[src/rtl/ysyx_24100006_lsu_axi_pkg.sv]
`default_nettype none
// ==========================================================================
// ysyx_24100006_lsu_axi_pkg : shared encodings for the LSU AXI-Lite bridge
// Rev 1.0
// ==========================================================================
package ysyx_24100006_lsu_axi_pkg;

  typedef enum logic [2:0] {
    ST_IDLE  = 3'd0,
    ST_RADDR = 3'd1,
    ST_RDATA = 3'd2,
    ST_WADDR = 3'd3,
    ST_WRESP = 3'd4,
    ST_DONE  = 3'd5
  } lsu_state_e;

  localparam logic [1:0] SIZE_BYTE = 2'b00;
  localparam logic [1:0] SIZE_HALF = 2'b01;
  localparam logic [1:0] SIZE_WORD = 2'b10;

  localparam logic [1:0] RESP_OKAY   = 2'b00;
  localparam logic [1:0] RESP_EXOKAY = 2'b01;
  localparam logic [1:0] RESP_SLVERR = 2'b10;
  localparam logic [1:0] RESP_DECERR = 2'b11;

  // Size code 11 has no legal alignment, so it is always reported as misaligned.
  function automatic logic is_misaligned(input logic [1:0] size, input logic [1:0] addr_lo);
    logic mis;
    case (size)
      SIZE_BYTE: mis = 1'b0;
      SIZE_HALF: mis = addr_lo[0];
      SIZE_WORD: mis = (addr_lo != 2'b00);
      default:   mis = 1'b1;
    endcase
    return mis;
  endfunction

endpackage
`default_nettype wire

[src/rtl/ysyx_24100006_lsu_align.sv]
`default_nettype none
// ==========================================================================
// ysyx_24100006_lsu_align : store lane placement and load extract/extend
// Rev 1.0
// ==========================================================================
module ysyx_24100006_lsu_align
  import ysyx_24100006_lsu_axi_pkg::*;
(
  input  logic [1:0]  addr_lo,
  input  logic [1:0]  size,
  input  logic        zero_ext,
  input  logic [31:0] store_data,
  input  logic [31:0] load_word,
  output logic [31:0] bus_wdata,
  output logic [3:0]  bus_wstrb,
  output logic [31:0] load_data
);

  logic [4:0]  shamt;
  logic [31:0] load_shifted;
  logic        sign_bit;

  assign shamt        = {addr_lo, 3'b000};
  assign load_shifted = load_word >> shamt;
  assign bus_wdata    = store_data << shamt;

  always_comb begin
    bus_wstrb = 4'b0000;
    load_data = 32'h0000_0000;
    sign_bit  = 1'b0;
    case (size)
      SIZE_BYTE: begin
        bus_wstrb = 4'b0001 << addr_lo;
        sign_bit  = ~zero_ext & load_shifted[7];
        load_data = {{24{sign_bit}}, load_shifted[7:0]};
      end
      SIZE_HALF: begin
        bus_wstrb = 4'b0011 << addr_lo;
        sign_bit  = ~zero_ext & load_shifted[15];
        load_data = {{16{sign_bit}}, load_shifted[15:0]};
      end
      SIZE_WORD: begin
        bus_wstrb = 4'b1111;
        load_data = load_shifted;
      end
      default: begin
        bus_wstrb = 4'b0000;
        load_data = 32'h0000_0000;
      end
    endcase
  end

endmodule
`default_nettype wire

[src/rtl/ysyx_24100006_lsu_axi.sv]
`default_nettype none
// ==========================================================================
// ysyx_24100006_lsu_axi : single-outstanding LSU to AXI-Lite master bridge
// Rev 1.0
// ==========================================================================
module ysyx_24100006_lsu_axi
  import ysyx_24100006_lsu_axi_pkg::*;
(
  input  logic        clk,
  input  logic        reset,

  input  logic        req_valid,
  output logic        req_ready,
  input  logic        req_wen,
  input  logic [31:0] req_addr,
  input  logic [1:0]  req_size,
  input  logic        req_unsigned,
  input  logic [31:0] req_wdata,
  output logic        resp_valid,
  output logic [31:0] resp_rdata,
  output logic        resp_err,

  output logic [31:0] araddr,
  output logic        arvalid,
  input  logic        arready,
  input  logic        rvalid,
  output logic        rready,
  input  logic [31:0] rdata,
  input  logic [1:0]  rresp,
  input  logic        rlast,

  output logic [31:0] awaddr,
  output logic        awvalid,
  input  logic        awready,
  output logic [31:0] wdata,
  output logic [3:0]  wstrb,
  output logic        wvalid,
  input  logic        wready,
  input  logic        bvalid,
  output logic        bready,
  input  logic [1:0]  bresp
);

  lsu_state_e  state;
  lsu_state_e  state_next;

  logic [31:0] addr_q;
  logic [31:0] wdata_q;
  logic [31:0] rdata_q;
  logic [1:0]  size_q;
  logic [1:0]  resp_q;
  logic        wen_q;
  logic        zero_ext_q;
  logic        misalign_q;
  logic        aw_done;
  logic        w_done;

  logic        accept;
  logic        req_misaligned;
  logic        aw_fire;
  logic        w_fire;
  logic        bus_err;
  logic [31:0] store_bus_data;
  logic [3:0]  store_strb;
  logic [31:0] load_ext;
  logic        unused;

  // Single-beat AXI-Lite: rlast carries no information here.
  assign unused = rlast;

  assign accept         = req_valid & req_ready;
  assign req_misaligned = is_misaligned(req_size, req_addr[1:0]);
  assign aw_fire        = awvalid & awready;
  assign w_fire         = wvalid & wready;

  ysyx_24100006_lsu_align u_align (
    .addr_lo    (addr_q[1:0]),
    .size       (size_q),
    .zero_ext   (zero_ext_q),
    .store_data (wdata_q),
    .load_word  (rdata_q),
    .bus_wdata  (store_bus_data),
    .bus_wstrb  (store_strb),
    .load_data  (load_ext)
  );

  always_ff @(posedge clk) begin
    if (reset) begin
      state <= ST_IDLE;
    end else begin
      state <= state_next;
    end
  end

  always_comb begin
    state_next = state;
    case (state)
      ST_IDLE: begin
        if (accept) begin
          if (req_misaligned) begin
            state_next = ST_DONE;
          end else if (req_wen) begin
            state_next = ST_WADDR;
          end else begin
            state_next = ST_RADDR;
          end
        end
      end
      ST_RADDR: if (arready) state_next = ST_RDATA;
      ST_RDATA: if (rvalid)  state_next = ST_DONE;
      // AW and W may finish in either order or together.
      ST_WADDR: if ((aw_done | aw_fire) & (w_done | w_fire)) state_next = ST_WRESP;
      ST_WRESP: if (bvalid)  state_next = ST_DONE;
      ST_DONE:  state_next = ST_IDLE;
      default:  state_next = ST_IDLE;
    endcase
  end

  always_ff @(posedge clk) begin
    if (reset) begin
      addr_q     <= 32'h0000_0000;
      wdata_q    <= 32'h0000_0000;
      rdata_q    <= 32'h0000_0000;
      size_q     <= SIZE_BYTE;
      resp_q     <= RESP_OKAY;
      wen_q      <= 1'b0;
      zero_ext_q <= 1'b0;
      misalign_q <= 1'b0;
      aw_done    <= 1'b0;
      w_done     <= 1'b0;
    end else begin
      if (accept) begin
        addr_q     <= req_addr;
        wdata_q    <= req_wdata;
        size_q     <= req_size;
        wen_q      <= req_wen;
        zero_ext_q <= req_unsigned;
        misalign_q <= req_misaligned;
        resp_q     <= RESP_OKAY;
        aw_done    <= 1'b0;
        w_done     <= 1'b0;
      end else begin
        if (aw_fire) aw_done <= 1'b1;
        if (w_fire)  w_done  <= 1'b1;
      end
      if ((state == ST_RDATA) && rvalid) begin
        rdata_q <= rdata;
        resp_q  <= rresp;
      end
      if ((state == ST_WRESP) && bvalid) begin
        resp_q <= bresp;
      end
    end
  end

  // Any non-OKAY response is an error, EXOKAY included (CLINT-style slaves).
  always_comb begin
    bus_err = 1'b0;
    case (resp_q)
      RESP_OKAY:                             bus_err = 1'b0;
      RESP_EXOKAY, RESP_SLVERR, RESP_DECERR: bus_err = 1'b1;
    endcase
  end

  always_comb begin
    req_ready  = 1'b0;
    arvalid    = 1'b0;
    araddr     = 32'h0000_0000;
    rready     = 1'b0;
    awvalid    = 1'b0;
    awaddr     = 32'h0000_0000;
    wvalid     = 1'b0;
    wdata      = 32'h0000_0000;
    wstrb      = 4'b0000;
    bready     = 1'b0;
    resp_valid = 1'b0;
    resp_err   = 1'b0;
    resp_rdata = 32'h0000_0000;
    case (state)
      // Held low while reset is asserted so all outputs read zero during reset.
      ST_IDLE:  req_ready = ~reset;
      ST_RADDR: begin
        arvalid = 1'b1;
        araddr  = addr_q;
      end
      ST_RDATA: rready = 1'b1;
      ST_WADDR: begin
        awvalid = ~aw_done;
        awaddr  = addr_q;
        wvalid  = ~w_done;
        wdata   = store_bus_data;
        wstrb   = store_strb;
      end
      ST_WRESP: bready = 1'b1;
      ST_DONE: begin
        resp_valid = 1'b1;
        resp_err   = misalign_q | bus_err;
        resp_rdata = (wen_q | misalign_q | bus_err) ? 32'h0000_0000 : load_ext;
      end
      default: ;
    endcase
  end

endmodule
`default_nettype wire

[config.mk]
export PLATFORM = sky130hd
export DESIGN_NAME = ysyx_24100006_lsu_axi
export DESIGN_NICKNAME = d
export VERILOG_FILES = /design/src/rtl/ysyx_24100006_lsu_axi_pkg.sv /design/src/rtl/ysyx_24100006_lsu_align.sv /design/src/rtl/ysyx_24100006_lsu_axi.sv
export SDC_FILE = /design/constraint.sdc
export NUM_CORES = 1
export LEC_CHECK = 0
export BUFFER_PORTS_ARGS = -buffer_cell sky130_fd_sc_hd__buf_2
export CAP_MARGIN = 20
export CORE_MARGIN = 2
export CORE_UTILIZATION = 25
export CTS_CLUSTER_SIZE = 12
export DETAILED_ROUTE_END_ITERATION = 7
export GPL_TIMING_DRIVEN = 0
export PLACE_DENSITY = 0.53
export SYNTH_ARGS = -nofsm -noshare
export SYNTH_HDL_FRONTEND = slang
export SYNTH_SLANG_ARGS = --single-unit
[constraint.sdc]
create_clock -name clk -period 1.6 [get_ports clk]
set_input_delay 0.24 -clock clk [delete_from_list [all_inputs] [get_ports clk]]
set_output_delay 0.24 -clock clk [all_outputs]
set_load 0.005 [all_outputs]
# --- Word-level counts from Yosys, hierarchy flattened ---
# Cells that the tools add are included.
classes:
  eq_ne: 17
  shifts: 4
  muxes: 29
  n_bitwise: 15
  n_reduce_logical: 11
ops:
  columns: ["op", "count"]
  rows:
  - ["2-to-1 mux 32 bit", 5]
  - ["case mux 32 bit (3 select lines)", 1]
  - ["<< shifter 32 x 5 -> 32 bit", 1]
  - [">> shifter 32 x 5 -> 32 bit", 1]
  - ["2-to-1 mux 3 bit", 6]
  - ["case mux 3 bit (5 select lines)", 1]
  - ["case mux 4 bit (3 select lines)", 1]
  - ["inequality test 2 bit (second input constant)", 5]
  - ["== test 2 bit (second input constant)", 4]
  - ["2-to-1 mux 1 bit", 8]
  - ["2-to-1 mux 2 bit", 4]
  - ["bitwise AND 1 bit", 6]
  - ["== test 2 x 1 -> 1 bit (second input constant)", 3]
  - ["== test 3 x 2 -> 1 bit (second input constant)", 2]
  - ["== test 3 bit (second input constant)", 2]
  - ["zero test 2 bit", 3]
  - ["OR 1 bit", 5]
  - ["AND reduction 5 bit", 1]
  - ["2-to-1 mux 4 bit", 1]
  - ["inverter 1 bit", 4]
  - ["<< shifter 1 x 2 -> 4 bit (first input constant)", 1]
  - ["<< shifter 2 x 2 -> 4 bit (first input constant)", 1]
  - ["== test 3 x 1 -> 1 bit (second input constant)", 1]
  - ["zero test 3 bit", 1]
  - ["7 further kinds", 8]
totals:
  regBits: 108
  out_inout_bits: 140
  word_cells: 87

# --- Depth between registers and ports, before layout ---
# Gate-level depths: netlist of the first run.
depth:
  ltp_word: 7
  mapped_depth: 7
  mapped_depth_nobuf: 4

# --- By module ---
# From an unflattened synthesis of the first run, not the netlist that was laid out.
hier_totals:
  hier_cells: 853
  hier_area_um2: 6382.4
modules_own_cells:
  columns: ["mod", "instances", "cells_each", "area_each_um2"]
  rows:
  - ["ysyx_24100006_lsu_axi", 1, 655, 5058.6]
  - ["ysyx_24100006_lsu_align", 1, 198, 1323.8]

# --- Worst setup path after synthesis of the first run ---
# Ideal clock, no wire load.
synth_timing:
  path_type: "flip-flop to output port"
  start: "register addr_q[1]"
  end: "output resp_rdata[10]"
  t_arrival_ns: 1.497
  required_time_ns: 1.360
  setup_slack_ns: -0.137
  stages_incl_launch_ff: 7
  n_path_buf: 2
  path_cell_list: "dfxtp_1 -> buf_4 -> mux2i_1 -> mux2_4 -> or4_4 -> buf_6 -> a21oi_1"
synth_between:
  elab_chain_cells: 5
synth_rtl:
  columns: ["item", "line_no", "source"]
  rows:
  - ["start: declaration", "ysyx_24100006_lsu_axi.sv:47", "logic [31:0] addr_q;"]
  - ["start signal: assignment", "ysyx_24100006_lsu_axi.sv:133", "addr_q <= req_addr;"]
  - [">> shifter 32 x 5 -> 32 bit *", "ysyx_24100006_lsu_align.sv:24", "assign load_shifted = load_word >> shamt;"]
  - ["bitwise AND 1 bit", "ysyx_24100006_lsu_align.sv:34", "sign_bit = ~zero_ext & load_shifted[7];"]
  - ["case mux 32 bit (3 select lines) *", "ysyx_24100006_lsu_align.sv:31", "case (size)"]
  - ["2-to-1 mux 32 bit *", "ysyx_24100006_lsu_axi.sv:198", "resp_rdata = (wen_q | misalign_q | bus_err) ? 32'h0000_0000 : load_ext;"]
  - ["2-to-1 mux 32 bit *", "ysyx_24100006_lsu_axi.sv:179", "case (state)"]
  - ["end: declaration", "ysyx_24100006_lsu_axi.sv:20", "output logic [31:0] resp_rdata,"]
# Every way passes the cells marked *; elsewhere a longest branch is shown, timed or not.

# --- Worst setup path in the final report of the first run ---
layout_timing:
  start: "register addr_q[1]"
  end: "output resp_rdata[8]"
# Same word-level chain as after synthesis.

==> summary by stage, run 1 <==
Layout
Measured on the finished design, the core utilization comes to 47.62%. The number of fill cells is 2167. The area of the multi-input gates is 4427 sq um. The area taken by flip-flops and latches is between 2000 and 2500 sq um. In the final layout, the share of cells above drive strength 1 is 57.63%. Compared with the post-synthesis result, the final layout area differs by 86.57%. For this run, the post-layout net count is 1255.

Synth
The number of cells produced by synthesis is 803. Of all flip-flops after synthesis, the portion carrying an async set or reset was 0%. Counting flops with a built-in enable in the synthesized netlist gives 0. The register bit count reported by yosys is 108.

In this run the mean area of a mapped cell was 7.196 sq um. In this run the cell area of the synthesized design comes to 5778 sq um. For this run, the register share of the synthesized area comes to 37.42%. The unique cell type count in the Yosys netlist is 48. The post-synth net total is 916. Yosys printed 0 warnings. The most used flip-flop cell after synthesis is dfxtp_1.

Hold path
Along the worst hold path, the cell count comes to 3. The tightest min-delay check is of the input pin to flip-flop type.

Clocking
The H-tree generated during clock tree synthesis spans 3 levels. The number of clock buffers added by TritonCTS is 9. Hold repair after CTS inserted 0 buffers. Clock latency on the worst-skew pair, taken at its later pin, is 0.38 ns.

The register clock-pin slew on the reported worst setup and hold paths is 0.09 ns. The TritonCTS clock tree is done. Counting along the longest clock path gives a buffer depth of 2.

The tree built by TritonCTS fans out to 108 sinks. The cell at the root of the clock tree is clkbuf_16.

Global route
The number of antenna violations at the first check in global routing is 3. The number of global-route vias before repair is 6487. The first global-routing pass estimated 37270 um of wire. The largest net degree at the start of global routing is 21. Global routing used roughly 20% of the available tracks. The final global-route overflow total is 0.

STA
The setup total negative slack is -68.12 ns. Setup slack on the critical path of the routed design comes to -0.7011 ns. Static timing analysis puts the maximum clock frequency at 434.6 MHz. The final critical delay including setup and external delays is 2.301 ns. For the pin with the worst max-slew slack, the measured transition is 0.5863 ns.

The number of slew-limit violations in the final report is 0. The total setup violations reported at the end of the flow is 212. Clock skew on the completed layout was measured at 0.01012 ns. The final worst-path cycle share is 143.8%.

The worst slew margin relative to its limit is around 60%. Setup repair after global routing could not meet its margin everywhere. The worst hold margin is 0.04569 ns. The final hold violation count is 0.

Floorplanning
The number of rows created at floorplan is 55. The starting density of the core is 25.52%. The die is 156.0 um wide. The die height is 156.0 um.

253 I/O pins were placed. The core region is 22640 sq um. The area of the die is 24340 sq um.

Setup path
The master of the slowest instance on the critical path is or4_4. The arrival time of data at the critical path endpoint is 2.06 ns. The startpoint type of the worst setup path is a flip-flop. The highest cell delay on the worst timing path is 0.54 ns. Walking the worst path, the cells encountered are mux2i_2, mux2_4, or4_4, a21oi_2, buf_2.

The data required time at the worst endpoint is 1.36 ns. In this run the worst path has a maximum fanout of 8. The critical path is of the flip-flop to output port type. The worst register-to-register path has a depth of 8.

STA classifies the critical path endpoint as an output port.

Routing
After detailed routing, the average wire length per cell comes to 18.88 um. The post-detailed-route DRC marker count is 0. Dividing the detail-routed via count by the number of cells gives 4.839. The routed wire length is 27050 um. The remaining antenna violation count is 0.

The total via count after detailed routing is 6935. The first routing iteration left 384 violations. For this run, the detailed router's first-pass iteration total came to 5.

Placed design
The final weighted congestion of routability-driven global placement is 0.8387. The worst setup slack after placement is -0.8277 ns. The HPWL reported at the end of detailed placement is 18210 um. Port buffering added 250 buffers.

Power and ir drop
Dividing total power by cell area gives a power density of approximately 1100 nW/um^2. IR analysis of the VDD net gives a maximum drop of 544.2 uV. The cell leakage power is a little under 0.005 uW.

Flow run
Across the run, the number of max-cap violations was 0.

Run status
The final reports fail on negative setup slack. The flow ran to the end, but the final reports show violations.
-- stage by stage --
| step | std cells | power, uW | area [sq um] |
|---|---|---|---|
| floorplan | 803 | 5511 | 5869 |
| global placement | 1338 | 6622 | 7477 |
| detailed placement | 1338 | 6657 | 7477 |
| CTS | 1407 | 10710 | 9215 |
| global route | 1433 | 12740 | 10780 |
| finish | 1433 | 12140 | 10780 |
-- sequential cells by signal, indices dropped and copies added, names as in the netlist, 2 cells and up --
name / count
addr_q: 32
rdata_q: 32
resp_q: 2
size_q: 2
state: 3
wdata_q: 32
-- per-layer routing --
metal  routed length (um)  track usage, %  up-vias
li1                     -               -     3367
met1                11660           26.19     3298
met2                13130           33.38      231
met3                 1716           4.611       35
met4                  506           5.767        4
met5                   34               0        -
-- path summary, 6_finish.rpt --
check / from / to / slack (ns)
max: addr_q[1] / resp_rdata[8] / -0.70
min: req_wdata[4] / wdata_q[4] / 0.05
max reg2reg: state[2] / state[1] / -0.18
min reg2reg: rdata_q[12] / rdata_q[12] / 0.45
-- cell usage after synthesis, types with 4 or more instances --
library cell  count  area share [%]
nor2b_1          19             2.1
nand3_1          73             6.3
a211oi_1         34             4.4
mux2i_1          36             6.2
nand2_1         223              14
buf_2            23             2.0
buf_1            11            0.71
o21ai_1           8            0.69
a21oi_1          53             4.6
o21ai_0           8            0.69
and2_1           82             8.9
clkbuf_1         33             2.1
nor2_1           47             3.1
nor3_1            4            0.35
dfxtp_1         108              37
-- final cells by class --
class                   count  share of cell area [%]
well taps                 285                   3.308
clock inverters             7                  0.6383
clock buffers               9                   2.089
inverters                   1                 0.03482
flip-flops and latches    108                   20.28
repair buffers            336                   25.56
diodes                      1                 0.02321
multi-input cells         624                   41.06
plain buffers              62                   7.010
-- report_power, final --
part / total, uW / switching, uW / leakage [uW] / internal (uW)
sequential: 3820 / 588 / 0.000888 / 3230
combinational: 6020 / 2810 / 0.00388 / 3200
clock: 2310 / 1210 / 0.000138 / 1100
total: 12100 / 4610 / 0.00491 / 7530
-- worst max-delay path: cells and delay by family, from the launching register on --
kind,cells,cell delay [ns]
buf+inv,1,0.13
compound gates,1,0.19
flops,1,0.39
simple gates,1,0.54
mux,2,0.43
-- cell usage in the layout, fill, tap and decap left out, types with 5 or more instances in the layout --
master     synthesis  final
and2_1            82     27
nand2_2            0     65
o21ai_0            8      6
clkbuf_16          0     24
nand3_2            1      5
dfxtp_4            0      5
nor2b_1           19     17
buf_4              2     26
mux2i_4            0     10
buf_2             23    195
mux2i_1           36     22
buf_6              1     95
o21ai_2            0      5
a21oi_2            1     12
nand3_1           73     68
buf_12             0     14
dfxtp_1          108     99
a211oi_1          34      8
nor2_2             0      7
buf_1             11      7
a211oi_2           0     22
clkbuf_8           0      6
nand2_1          223    138
buf_8              0     26
nand2_4            0     20
and2_4             0     55
clkbuf_2           0      6
nor2_1            47     29
a21oi_1           53     38
nor2_4             0     11
-- cells by family after synthesis --
logic type / Yosys count / synth area share (%)
AND/OR/NAND/NOR: 468 / 38.05
XOR/XNOR: 1 / 0.1516
buffers and inverters: 71 / 5.370
AO/OA/AOI/OAI: 118 / 12.52
multiplexers: 37 / 6.496
flip-flops: 108 / 37.42
-- what timing repair did --
item | in CTS | in global routing
pin swaps | 44 | 95
setup buffers | 52 | 15
gates resized for setup | 262 | 314
cloned | 7 | 15
endpoints found under the setup margin | 244 | 245
Power figures use the tool's default switching activity.
==> run 2: changes to the inputs <==
--- a/config.mk
+++ b/config.mk
@@ -12,6 +12,7 @@
 export CTS_CLUSTER_SIZE = 12
 export DETAILED_ROUTE_END_ITERATION = 7
 export GPL_TIMING_DRIVEN = 0
+export HOLD_SLACK_MARGIN = 0.08
 export PLACE_DENSITY = 0.53
 export SYNTH_ARGS = -nofsm -noshare
 export SYNTH_HDL_FRONTEND = slang
==> constraint.sdc (replaced) <==
create_clock -name clk -period 2.1 [get_ports clk]
set_input_delay 0.315 -clock clk [delete_from_list [all_inputs] [get_ports clk]]
set_output_delay 0.315 -clock clk [all_outputs]
set_load 0.005 [all_outputs]
==> summary by stage, run 2 (synthesized netlist as in run 1, its figures left out) <==
Run status
The run finished, with violations left. The checks that failed: negative setup slack.

Power and ir drop
The cell leakage power is 0.004114 uW. Power spread over the standard cell area amounts to 870.5 nW/um^2. The analysis attributes to net switching a power of 3008 uW. The internal power of the cells totals about 4700 uW. The relative contribution of sequential cells to total power is about 38%. The relative contribution of combinational cells to total power is 39.3%. The switching share of power is 39.13%.

The worst-case IR drop observed on VDD is about 470 uV. The share of total power dissipated in the clock network is 23.0%.

Clocking
The clock net sink count is 108. The number of buffers on the longest clock path is 2. Buffers inserted during clock tree synthesis total 9. The clock insertion delay at the later pin of the skew report is about 0.37 ns. The number of hold buffers added after CTS was 0. TritonCTS built the clock tree.

The clock tree synthesis step divided the H-tree into 3 levels. The cell sitting at the root of the clock tree is a clkbuf_16. After clock tree synthesis, the clock-pin slew on the worst setup and hold paths is 0.09 ns.

Floorplanning
The I/O pin count is between 200 and 300. In this run the vertical extent of the chip is between 150 and 200 um. The number of rows created at floorplan is 55. The die width is 156.0 um. The starting density of the core is 25.52%.

The standard cell core area is between 20000 and 25000 sq um. The die covers 24340 sq um.

Global route
The final global-route overflow total is 0. The number of antenna violations at the first check in global routing is 4. The number of global-route vias before repair was about 6000.

The largest net degree at the start of global routing is 21. The first global-routing pass estimated 34900 um of wire. Global routing consumed, over all layers together, a little under a fifth of the routing resources.

Layout
The antenna cell count is 0. The top cell types in the final layout, fill and taps aside, are 258 x buf_2, 214 x nand2_1, 101 x dfxtp_1. The cell area after layout is slightly below 9000 sq um.

The area of the multi-input gates is about 3900 sq um. At the end of the flow, the number of nets in the layout was 1204. The share of layout cells above drive strength 1 is about two fifths. Summing all flip-flop and latch instances after layout gives 2178 sq um. The layout overhead on the synthesized area is 52.84%.

The largest registers in the layout are addr_q: 32 flops, rdata_q: 32 flops, wdata_q: 32 flops. The number of fill cells is 2353. The most common cell after layout, fill and taps aside is buf_2.

STA
The routed design could run at a clock period as short as 2.377 ns. Setup repair after global routing could not meet its margin everywhere. Setup total negative slack on the finished layout was measured at -4.747 ns. The setup slack after layout is -0.2766 ns. Setup violations remaining at the end of the flow were counted as 39.

The worst pin sits at a relative slew slack of 61.77%. The largest clock skew in the final design is 0.01268 ns. The number of slew-limit violations in the final report is 0. The final hold violation count is 0. The final worst-path cycle share is 113.2%. The achievable clock frequency is 420.8 MHz. For the pin with the worst max-slew slack, the measured transition is roughly 0.57 ns.

Routing
The post-detailed-route DRC marker count is 0. The vias per cell is 4.797. The routed wire length is 24140 um. The remaining antenna violation count is 0. After detailed routing, the average wire length per cell comes to 17.48 um. For this block, the via count after detailed routing is 6624.

The detailed-routing iteration count for the pre-antenna-repair pass is 5. For this block, the initial DRC count from the detailed router was 328.

Setup path
The worst setup path is launched from a flip-flop. The critical path ends at resp_rdata[8]. By startpoint and endpoint, the worst setup path is classified as flip-flop to output port. The element type at the critical path end is an output port.

The arrival time of data at the critical path endpoint is 2.06 ns. Data on the critical path is required at its endpoint by between 1.5 and 2 ns. Of all nets on the critical path, the largest fanout is 8. The startpoint of the lowest-slack register-to-register path is state[1]. In this run the register-to-register setup slack is 0.16 ns.

The length in cells of the worst reg-to-reg path is 7. The critical path starts at addr_q[1]. The endpoint identified for the worst register-to-register timing path is state[1].

Placed design
The worst setup slack after placement is -0.4210 ns. The area of placed instances is 7386 sq um. The HPWL reported at the end of detailed placement is between 15000 and 20000 um. The final weighted congestion of routability-driven global placement is 0.8602. Buffers placed on the I/O ports in this run total 250.

Hold path
The tightest min-delay check is of the input pin to flip-flop type.

Flow run
Across the run, the number of max-cap violations was 0.
run 2: changes by cell type in the layout (fill, tap and decap cells not counted), moves of 11 or more:
cell	delta
and2_4	-55
clkbuf_1	+11
clkbuf_16	-14
nand2_2	-60
buf_12	-11
buf_2	+63
and2_1	+55
buf_6	-75
nand2_1	+76
nand2_4	-16
buf_8	-19
run 2: worst min-delay path by stage:
stage,start,endpoint,depth (start not counted)
after floorplan,req_addr[0],addr_q[0],2
after global placement,rdata_q[10],rdata_q[10],2
after detailed placement,wdata_q[20],wdata_q[20],2
after CTS,req_addr[7],addr_q[7],3
after global routing,req_addr[10],addr_q[10],3
final,req_addr[10],addr_q[10],3
run 2: routing by layer:
| metal | share of wire, % | wire length (um) | GRT usage (%) |
|---|---|---|---|
| met1 | 43 | 10490 | 23.85 |
| met5 | 0.11 | 27 | 0 |
| met4 | 1.2 | 287 | 4.500 |
| met3 | 6.2 | 1491 | 4.778 |
| met2 | 49 | 11850 | 31.80 |
run 2: worst max-delay path: stages (launching register included):
cell     delay [ns]
dfxtp_4        0.39
mux2i_4        0.19
mux2_4         0.27
or4_4          0.53
a21oi_4        0.18
buf_2          0.13
run 2: per-stage QoR:
stage	utilization [%]	total power [uW]	hold slack, ns	std cells
after global placement	32.62	4975	0.4457	1338
after global routing	39.01	8125	0.1057	1381
after CTS	36.94	7370	0.1096	1370
after detailed placement	32.62	4998	0.4487	1338
final	39.01	7687	0.1241	1381
after floorplan	-	4151	0.4140	803
run 2: power groups by stage:
stage	clock network, uW	registers (uW)	logic [uW]
5_1_grt	1890	2950	3290
6_report	1770	2890	3020
3_3_place_gp	0	2820	2150
4_1_cts	1830	2840	2700
2_1_floorplan	0	2680	1470
3_5_place_dp	0	2830	2170
run 2: what timing repair did:
action,4_1_cts,5_1_grt
resized for setup,135,108
setup endpoints to repair,135,140
gates cloned,3,1
pin swaps,24,16
buffers inserted,18,12
run 2: area by class of cell:
type,instances,area share (%)
Clock inverter,6,0.7084
Clock buffer,10,2.706
Timing Repair Buffer,284,18.63
Sequential cell,108,24.67
Tap cell,285,4.038
Multi-Input combinational cell,624,44.09
Inverter,1,0.04250
Buffer,63,5.115
==> run 3: changes to the inputs <==
--- a/config.mk
+++ b/config.mk
@@ -14,6 +14,7 @@
 export GPL_TIMING_DRIVEN = 0
 export HOLD_SLACK_MARGIN = 0.08
 export PLACE_DENSITY = 0.53
+export SETUP_SLACK_MARGIN = 0.5
 export SYNTH_ARGS = -nofsm -noshare
 export SYNTH_HDL_FRONTEND = slang
 export SYNTH_SLANG_ARGS = --single-unit
==> summary by stage, run 3 (synthesized netlist as in run 1, its figures left out) <==
Setup path
The largest driver fanout on the critical path is 8. The kind of critical path is flip-flop to output port. For the worst setup path, the data required time is 1.78 ns. The worst setup path is captured at an output port.

The arrival time of data at the critical path endpoint is 2.02 ns. The startpoint type of the worst setup path is a flip-flop.

STA
The setup slack after layout is -0.2366 ns. Setup violations remaining at the end of the flow were counted as 61. Of the available clock period, the critical path in the final layout requires 111.3%. For the finished layout, the period the worst path requires is 2.337 ns.

The final hold violation count was 0. Setup repair after global routing could not meet its margin everywhere. The largest clock skew in the final design is 0.006391 ns.

For the final routed database, the setup TNS stands at -7.967 ns. The worst slew margin relative to its limit is a little under three fifths. The number of slew-limit violations in the final report is 0. For this run, the top clock speed supported by timing is around 430 MHz. For the pin with the worst max-slew slack, the measured transition is ~0.64 ns.

Layout
The library cells used most frequently in the layout, excluding fill and tap cells, are 208 x nand2_1, 197 x buf_2, 97 x dfxtp_1. The layout overhead on the synthesized area is 79.28%. The final core area utilization is 45.75%. The largest registers in the layout are addr_q: 32 flops, rdata_q: 32 flops, wdata_q: 32 flops. The cell area after layout is around 10000 sq um. The most common cell after layout, fill and taps aside is nand2_1.

The number of fill cells is around 2200. The count of nets after finishing is 1245. The share of layout cells above drive strength 1 is 52.55%.

Floorplanning
Measured along the x axis, the die boundary spans 156.0 um. The I/O pin count is 253. The die covers about 24000 sq um. Once the floorplan was initialized, standard cells occupied 25.52% of the core.

The total area inside the core boundary comes to 22640 sq um. The die height is approximately 160 um. Row generation in the floorplan step produced 55 rows.

Routing
Once detail routing completed, the nets flagged for antenna violations numbered 0. Before antenna repair, the detailed router went through 8 iterations. The final route contains 6939 vias.

The vias per cell is 4.876. The post-detailed-route DRC marker count is 1. The routed design has 26450 um of wire. Dividing the detail-routed wire length by the instance count gives 18.59 um. In this run, the number of DRC markers left after iteration 0 of detailed routing was 358.

Clocking
The number of buffers on the longest clock path is 2. The number of buffers created by CTS is 9. The clock net in this run drives a total of 108 sinks. TritonCTS built the clock tree.

The clock tree synthesis step divided the H-tree into 3 levels. The register clock-pin slew on the reported worst setup and hold paths is 0.08 ns. The clock insertion delay at the later pin of the skew report is around 0.35 ns. The cell sitting at the root of the clock tree is a clkbuf_16. Hold repair after CTS inserted 0 buffers.

Hold path
The class of the worst hold path is input pin to flip-flop.

Placed design
The HPWL reported at the end of detailed placement is approximately 18000 um. The area of placed instances is 7485 sq um. Input and output buffers added on the ports amount to 250. The final weighted congestion of routability-driven global placement is just over 0.8.

Run status
The checks that failed: design-rule violations, negative setup slack. The flow ran to the end, but the final reports show violations.

Power and ir drop
VDD sags by at most 380.1 uV. The cell leakage power is 0.004626 uW. In this run the power density over the cells is 858.7 nW/um^2. Summing internal, switching and leakage power gives 8895 uW.

Global route
The number of global-route vias before repair is ~6600. The first global-routing pass estimated ~37000 um of wire. The largest net degree at the start of global routing is 19. Global routing used 19.92% of the available tracks. The number of antenna violations at the first check in global routing is 5. The final global-route overflow total is 0.

Flow run
The max-cap violation count is 0.
## run 3: cell types whose count changed in the layout (fill, tap and decap cells not counted), moves of 10 or more
cell,change
buf_2,-61
buf_12,+12
and2_1,-60
clkbuf_1,-10
buf_8,+14
and2_4,+60
nor2_4,+10
buf_6,+76
## run 3: through the flow
| stage | hold slack [ns] | worst slack [ns] | instances |
|---|---|---|---|
| final | 0.1409 | -0.2366 | 1423 |
| after global routing | 0.1365 | -0.3241 | 1422 |
| after CTS | 0.1265 | -0.2529 | 1400 |
| after detailed placement | 0.4432 | -0.1930 | 1338 |
| after global placement | 0.4417 | -0.2386 | 1338 |
| after floorplan | 0.4140 | 0.2998 | 803 |
## run 3: where the power goes
group          leakage, uW  switching (uW)  total (uW)  internal [uW]
clock             0.000125             834        1640            811
combinational      0.00361            2050        4320           2280
sequential        0.000888             468        2930           2460
total              0.00463            3350        8890           5540
## run 3: worst paths after layout
kind,startpoint,to,slack [ns],cells past startpoint
max reg2reg,state[0],rdata_q[16],0.42,8
max,addr_q[1],resp_rdata[10],-0.24,7
min,req_addr[26],addr_q[26],0.14,3
min reg2reg,rdata_q[6],rdata_q[6],0.46,2
## run 3: repair_timing
item	CTS	global route
setup endpoints to repair	241	245
setup buffers	42	10
pin swaps	34	45
resized for setup	259	246
gates cloned	5	11
## run 3: per-layer routing
metal	wire length [um]	vias up	track usage (%)
met4	620	4	5.679
met3	1792	50	4.444
li1	-	3346	-
met2	13170	270	34.72
met1	10840	3269	24.61
met5	24	-	0
## run 3: critical path, cell delays in order, from the launching register on
cell,delay [ns]
dfxtp_2,0.32
buf_6,0.12
mux2i_1,0.13
mux2_4,0.27
or4_4,0.43
buf_8,0.16
a21oi_2,0.12
buf_2,0.11
## run 3: area by class of cell
type	count	area, sq um	share of cell area, %
Multi-Input combinational cell	624	4253	41.06
Timing Repair Buffer	318	2437	23.53
Clock buffer	9	225.2	2.174
Tap cell	285	356.6	3.442
Buffer	70	845.8	8.165
Antenna cell	2	5.005	0.04831
Clock inverter	6	48.80	0.4711
Inverter	1	3.754	0.03624
Sequential cell	108	2183	21.08
